## src/rtl/pipe_pkg.sv

```systemverilog
// Shared constants and helpers for the pipeline register chain.
package pipe_pkg;

  // Per-bit fill values replicated to WIDTH for the default reset/preset data.
  localparam logic DEF_RST_BIT = 1'b0;
  localparam logic DEF_SET_BIT = 1'b1;

  // Width needed to hold a stage count of 0..depth.
  function automatic int unsigned cnt_w(input int unsigned depth);
    return $clog2(depth + 1);
  endfunction

endpackage

```

## src/rtl/pipe_reg_chain_if.sv

```systemverilog
// Valid/ready bus for the pipeline chain: upstream (in_*) and downstream (out_*) sides.
interface pipe_reg_chain_if #(
  parameter int unsigned WIDTH = 8
);

  logic             in_valid;
  logic             in_ready;
  logic [WIDTH-1:0] in_data;
  logic             out_valid;
  logic             out_ready;
  logic [WIDTH-1:0] out_data;

  // Environment side: produces input tokens and consumes output tokens.
  modport master (
    output in_valid,
    output in_data,
    output out_ready,
    input  in_ready,
    input  out_valid,
    input  out_data
  );

  // Chain side.
  modport slave (
    input  in_valid,
    input  in_data,
    input  out_ready,
    output in_ready,
    output out_valid,
    output out_data
  );

endinterface

```

## src/rtl/pipe_stage.sv

```systemverilog
// One pipeline stage: WIDTH-bit data register plus its valid bit.
module pipe_stage #(
  parameter int unsigned      WIDTH   = 8,
  parameter logic [WIDTH-1:0] RST_VAL = '0,
  parameter logic [WIDTH-1:0] SET_VAL = '1
) (
  input  logic             clk,
  input  logic             rst,
  input  logic             flush,
  input  logic             set,
  input  logic             ld,
  input  logic [WIDTH-1:0] d,
  input  logic             v_in,
  output logic [WIDTH-1:0] q,
  output logic             v_out
);

  logic [WIDTH-1:0] data_q;
  logic [WIDTH-1:0] data_d;
  logic             valid_q;
  logic             valid_d;

  // Next state: flush > set > load > hold; flush leaves data untouched.
  always_comb begin
    data_d  = data_q;
    valid_d = valid_q;
    if (flush) begin
      valid_d = 1'b0;
    end else if (set) begin
      data_d  = SET_VAL;
      valid_d = 1'b1;
    end else if (ld) begin
      data_d  = d;
      valid_d = v_in;
    end
  end

  // Stage registers with synchronous reset taking priority over everything.
  always_ff @(posedge clk) begin
    if (rst) begin
      data_q  <= RST_VAL;
      valid_q <= 1'b0;
    end else begin
      data_q  <= data_d;
      valid_q <= valid_d;
    end
  end

  assign q     = data_q;
  assign v_out = valid_q;

endmodule

```

## src/rtl/pipe_reg_chain.sv

```systemverilog
// DEPTH-stage valid/ready register pipeline with bubble collapsing, flush and preset.
module pipe_reg_chain
  import pipe_pkg::*;
#(
  parameter int unsigned      WIDTH   = 8,
  parameter int unsigned      DEPTH   = 4,
  parameter logic [WIDTH-1:0] RST_VAL = {WIDTH{DEF_RST_BIT}},
  parameter logic [WIDTH-1:0] SET_VAL = {WIDTH{DEF_SET_BIT}},
  localparam int unsigned     CNT_W   = cnt_w(DEPTH)
) (
  input  logic               clk,
  input  logic               rst,
  input  logic               set,
  input  logic               flush,
  pipe_reg_chain_if.slave    bus,
  output logic [CNT_W-1:0]   count
);

  logic [DEPTH-1:0] valid_q;
  logic [WIDTH-1:0] data_q [DEPTH];
  logic [WIDTH-1:0] d_c    [DEPTH];
  logic [DEPTH-1:0] v_c;
  logic [DEPTH-1:0] adv_c;
  logic             ctrl_c;
  logic             in_ready_c;
  logic             accept_c;
  logic             emit_c;
  logic [CNT_W-1:0] count_q;
  logic [CNT_W-1:0] count_d;

  assign ctrl_c = rst | flush | set;

  // Ready chain: a stage may advance when it or any stage after it is empty,
  // or when the consumer takes the head token. Unrolled as a suffix-AND so
  // there is no feedback through a single vector.
  always_comb begin
    logic all_v;
    all_v = 1'b1;
    adv_c = '0;
    for (int i = int'(DEPTH) - 1; i >= 0; i--) begin
      all_v    = all_v & valid_q[i];
      adv_c[i] = bus.out_ready | ~all_v;
    end
  end

  // Stage inputs: stage 0 from the upstream bus, others from their predecessor.
  always_comb begin
    d_c[0] = bus.in_data;
    v_c    = '0;
    v_c[0] = bus.in_valid;
    for (int i = 1; i < int'(DEPTH); i++) begin
      d_c[i] = data_q[i-1];
      v_c[i] = valid_q[i-1];
    end
  end

  for (genvar g = 0; g < DEPTH; g++) begin : g_stage
    pipe_stage #(
      .WIDTH   (WIDTH),
      .RST_VAL (RST_VAL),
      .SET_VAL (SET_VAL)
    ) u_stage (
      .clk   (clk),
      .rst   (rst),
      .flush (flush),
      .set   (set),
      .ld    (adv_c[g]),
      .d     (d_c[g]),
      .v_in  (v_c[g]),
      .q     (data_q[g]),
      .v_out (valid_q[g])
    );
  end

  // No handshake completes on either side while a control pulse is active.
  assign in_ready_c    = adv_c[0] & ~ctrl_c;
  assign bus.in_ready  = in_ready_c;
  assign bus.out_valid = valid_q[DEPTH-1] & ~ctrl_c;
  assign bus.out_data  = data_q[DEPTH-1];

  assign accept_c = bus.in_valid & in_ready_c;
  assign emit_c   = valid_q[DEPTH-1] & bus.out_ready;

  // Occupancy tracked incrementally; equals popcount of the valid bits.
  always_comb begin
    count_d = count_q;
    if (flush) begin
      count_d = '0;
    end else if (set) begin
      count_d = CNT_W'(DEPTH);
    end else begin
      count_d = count_q + CNT_W'(accept_c) - CNT_W'(emit_c);
    end
  end

  // Occupancy register.
  always_ff @(posedge clk) begin
    if (rst) begin
      count_q <= '0;
    end else begin
      count_q <= count_d;
    end
  end

  assign count = count_q;

endmodule

```

## src/flat_wrapper.sv

```systemverilog
// flat-port wrapper written by rule: the top's interface ports become plain ports
module pipe_reg_chain_flat import pipe_pkg::*;
#(
  parameter int unsigned      WIDTH   = 8,
  parameter int unsigned      DEPTH   = 4,
  parameter logic [WIDTH-1:0] RST_VAL = {WIDTH{DEF_RST_BIT}},
  parameter logic [WIDTH-1:0] SET_VAL = {WIDTH{DEF_SET_BIT}},
  localparam int unsigned     CNT_W   = cnt_w(DEPTH)
)
  (clk, rst, set, flush, count, bus_in_valid, bus_in_data, bus_out_ready, bus_in_ready, bus_out_valid, bus_out_data);
  pipe_reg_chain_if #(.WIDTH(WIDTH)) bus_i ();
  input  logic clk;
  input  logic rst;
  input  logic set;
  input  logic flush;
  output logic [CNT_W-1:0] count;
  input wire logic [$bits(bus_i.in_valid)-1:0] bus_in_valid;
  input wire logic [$bits(bus_i.in_data)-1:0] bus_in_data;
  input wire logic [$bits(bus_i.out_ready)-1:0] bus_out_ready;
  output wire logic [$bits(bus_i.in_ready)-1:0] bus_in_ready;
  output wire logic [$bits(bus_i.out_valid)-1:0] bus_out_valid;
  output wire logic [$bits(bus_i.out_data)-1:0] bus_out_data;
  assign bus_i.in_valid = bus_in_valid;
  assign bus_i.in_data = bus_in_data;
  assign bus_i.out_ready = bus_out_ready;
  assign bus_in_ready = bus_i.in_ready;
  assign bus_out_valid = bus_i.out_valid;
  assign bus_out_data = bus_i.out_data;
  pipe_reg_chain #(.WIDTH(WIDTH), .DEPTH(DEPTH), .RST_VAL(RST_VAL), .SET_VAL(SET_VAL)) u_core (.clk(clk), .rst(rst), .set(set), .flush(flush), .bus(bus_i), .count(count));
endmodule
```

## config.mk

```make
export PLATFORM = sky130hd
export DESIGN_NAME = pipe_reg_chain_flat
export DESIGN_NICKNAME = d
export VERILOG_FILES = /design/src/rtl/pipe_pkg.sv /design/src/rtl/pipe_reg_chain_if.sv /design/src/rtl/pipe_stage.sv /design/src/rtl/pipe_reg_chain.sv /design/src/flat_wrapper.sv
export SDC_FILE = /design/constraint.sdc
export NUM_CORES = 1
export LEC_CHECK = 0
export CAP_MARGIN = 20
export CORE_ASPECT_RATIO = 1.2
export CORE_MARGIN = 3
export CORE_UTILIZATION = 56
export CTS_CLUSTER_DIAMETER = 200
export DETAILED_ROUTE_END_ITERATION = 7
export GPL_ROUTABILITY_DRIVEN = 0
export GPL_TIMING_DRIVEN = 0
export PLACE_DENSITY = 0.86
export SLEW_MARGIN = 20
export SYNTH_ARGS = -nofsm -noshare
export SYNTH_HDL_FRONTEND = slang
export SYNTH_HIERARCHICAL = 1
export SYNTH_SLANG_ARGS = --single-unit
```

## constraint.sdc

```tcl
create_clock -name clk -period 3.12 [get_ports clk]
set_input_delay 0.312 -clock clk [delete_from_list [all_inputs] [get_ports clk]]
set_output_delay 0.312 -clock clk [all_outputs]
set_load 0.01 [all_outputs]
```

==> metrics.md <==
| Metric | Value |
|---|---|
| Hold Path Class | flop to flop |
| Max-Cap Viols | 0 |
| Worst Path Required | 3360 ps |
| Cts hold-fix bufs | 0 |
| Hold path startpoint | u_core/g_stage[0].u_stage/q[5] |
| Num CTS Buffers | 5 |
| DRC | 0 |
| Critical path arrival | about 3100 ps |
| Ratio of cells with drive above 1 in the final layout | 7.907% |
| RSZ-0062 raised after global routing | no |
| Slew headroom | 43.62% |
| Worst r2r path cells | 8 |
| R2r setup slk | 820 ps |
| DRT Wirelength | ~3200 um |
| Gr usage total | 19.62% |
| Mapped Cells | between 150 and 200 |
| Crit end category | flop |
| Avg WL per Cell | around 13 um |
| Ys Warns | 6 |
| First-pass GRT wire length | ~5600 um |
| Post_cts resized | 0 |
| Top-level I/O count | 27 |
| Net Switching | 0.2517 mW |
| Power after layout | approximately 1.1 mW |
| Vert. Die Dim | 66.19 um |
| Setup total negative slack | 0 ps |
| Vias in the first global route | 1321 |
| Period utilisation layout | 92.06% |
| Port bufs | 26 |
| Comb power frac | 12.7% |
| Cell area after layout | 2100 um2 |
| Mean Syn Cell Area | 9.339 um2 |
| Hpwl dp | approximately 2400 um |
| CTS tree | built |
| Sequential share of power | 50.0% |
| Cell with the most instances after synthesis | inv_1 |
| DRT Pass-1 Iters | 4 |
| Rows | 21 |
| Hold EP | u_core/g_stage[1].u_stage/q[5] |
| Leakage | about 0.92 nW |
| Power per standard cell area | 527.0 nW/um2 |
| Initial Util | ~60% |
| Clock Pin Slew Worst Setup and Hold Paths | 110 ps |
| Max-slew violations | 0 |
| Area leader, netlist | dfxtp_1 |
| Netlist cell types | 20 |
| Clock latency on the worst-skew pair | 340 ps |
| Sw frac | 22.75% |
| Detail-routed via count per cell | 5.241 |
| Synth cell count leaders | 73 x inv_1, 39 x dfxtp_1, 32 x a221oi_1 |
| Chip Width | approximately 56 um |
| Clock buffer depth | 2 |
| Worst vdd ir | 0.0003997 V |
| Fmax | 348.1 MHz |
| Iter 0 DRT Violations | 40 |
| Nets | roughly 230 |
| Synth top area share | 46.19% |
| FF-to-FF End | u_core/count[2] |
| Worst Tran Pin Value | 843.1 ps |
| WHS Path Cells | 2 |
| H-Tree Depth | 2 |
| Main synth FF type | dfxtp_1 |
| Max FO, Critical Path | 14 |
| Core Box Area | about 2800 um2 |
| Clock skew | ~3.7 ps |
| Die ar. | 3717 um2 |
| Final Setup Violations | 0 |
| Post-Place Cell Area | between 1500 and 2000 um2 |
| Crit Reg-Reg Startpoint | u_core/g_stage[2].u_stage/v_out |
| Mapped Area | 1690 um2 |
| Period minus WS final | 2872 ps |
| WHS | 474.6 ps |
| Sink Count | 39 |
| Net Count, Synth | 198 |
| Initial antenna violation count | 0 |
| Final Hold Viols | 0 |
| Async set or reset register ratio after synthesis | 0% |
| Setup CP Type | input port to flop |
| Post-synth EDFFs | 0 |
| Post-synthesis sequential area ratio | 46.19% |
| Clock network fraction of design power | 37.3% |
| Ranking of synthesized cells by area | dfxtp_1 46%, a221oi_1 17%, inv_1 16% |
| Largest net degree at the start of global routing | 15 |
| Area Overhead vs Synth | 24.20% |
| Grt ovf | 0 |
| Status | completed |
| Startpoint Class | input port |
| Detail Route Antenna Nets | 0 |
| Diodes inserted | 0 |
| #FFs+latches synth | 39 |
| Post CTS Setup Buffer Count | 0 |
| Root Driver | clkbuf_4 |
| Internal Power | 0.8546 mW |
| Vias | 1305 |
worst max-delay path by stage:
stage	start	end	slack (ps)	depth (start not counted)
after floorplan	flush	u_core/count[2]	870	8
after global placement	set	u_core/count[2]	-240	9
after detailed placement	set	u_core/count[2]	-260	9
after CTS	set	u_core/count[2]	120	9
after global routing	set	u_core/count[2]	60	9
final	set	u_core/count[2]	250	9
layout by cell type, fill, tap and decap left out, drive strengths merged:
cell           synthesis  final
a211oi                 4      4
a221oi                32     32
and2                   4      4
and2b                  1      1
bufinv                 0      2
clkbuf                 4     10
clkdlybuf4s50          0     26
dfxtp                 39     39
fa                     1      1
ha                     2      2
inv                   73     73
mux2i                  4      4
nand2                  1      1
nand4b                 1      1
nor2                   1      1
nor3                   1      1
nor3b                  4      4
o211ai                 1      1
o21a                   2      2
o21bai                 4      4
or2                    1      1
xnor3                  1      1
sequential cells by signal (all words and copies together) (netlist names):
register / cells
u_core/count: 3
u_core/g_stage.u_stage/q: 32
u_core/g_stage.u_stage/v_out: 4
power groups by stage:
stage               clock network [mW]  registers, mW  logic (mW)
floorplan                            0          0.565      0.0733
global placement                     0          0.563       0.130
detailed placement                   0          0.565       0.138
CTS                              0.420          0.554       0.140
global route                     0.441          0.559       0.156
finish                           0.413          0.553       0.140
worst max-delay path, cell delays in order:
cell	delay, ps
clkdlybuf4s50_1	840
nor3_2	400
o211ai_1	150
ha_1	290
inv_1	40
ha_1	190
fa_1	380
xnor3_1	350
o21a_1	170
metal layers:
layer	vias to the layer above	global-route usage (%)	wire (um)
met2	31	37.13	1746
li1	662	-	-
met3	4	5.273	129
met4	0	9.496	50
met1	608	19.64	1311
met5	-	0	0
final cells by class:
type                    instances  area [um2]
flip-flops and latches         39       780.7
fillers                       224       738.2
multi-input cells              65       625.6
inverters                      73       274.0
repair buffers                 26       260.3
clock inverters                 2       60.06
well taps                      34       42.54
clock buffers                   6       41.29
plain buffers                   4       15.01
logic make-up after synthesis:
kind of cell | synth area share (%)
buf+inv | 17.10
fa+ha+maj | 2.665
flops | 46.19
compound gates | 22.35
xor+xnor | 1.332
simple gates | 7.994
mux | 2.369
per-stage QoR:
stage / setup WS [ps] / util [%] / std cells
global placement: -243.9 / 70.24 / 241
floorplan: 870.2 / - / 181
CTS: 118.6 / 73.81 / 249
finish: 247.6 / 73.99 / 249
detailed placement: -255.5 / 70.24 / 241
global route: 63.66 / 73.99 / 249
No activity file was read; power rests on OpenSTA's default activity.
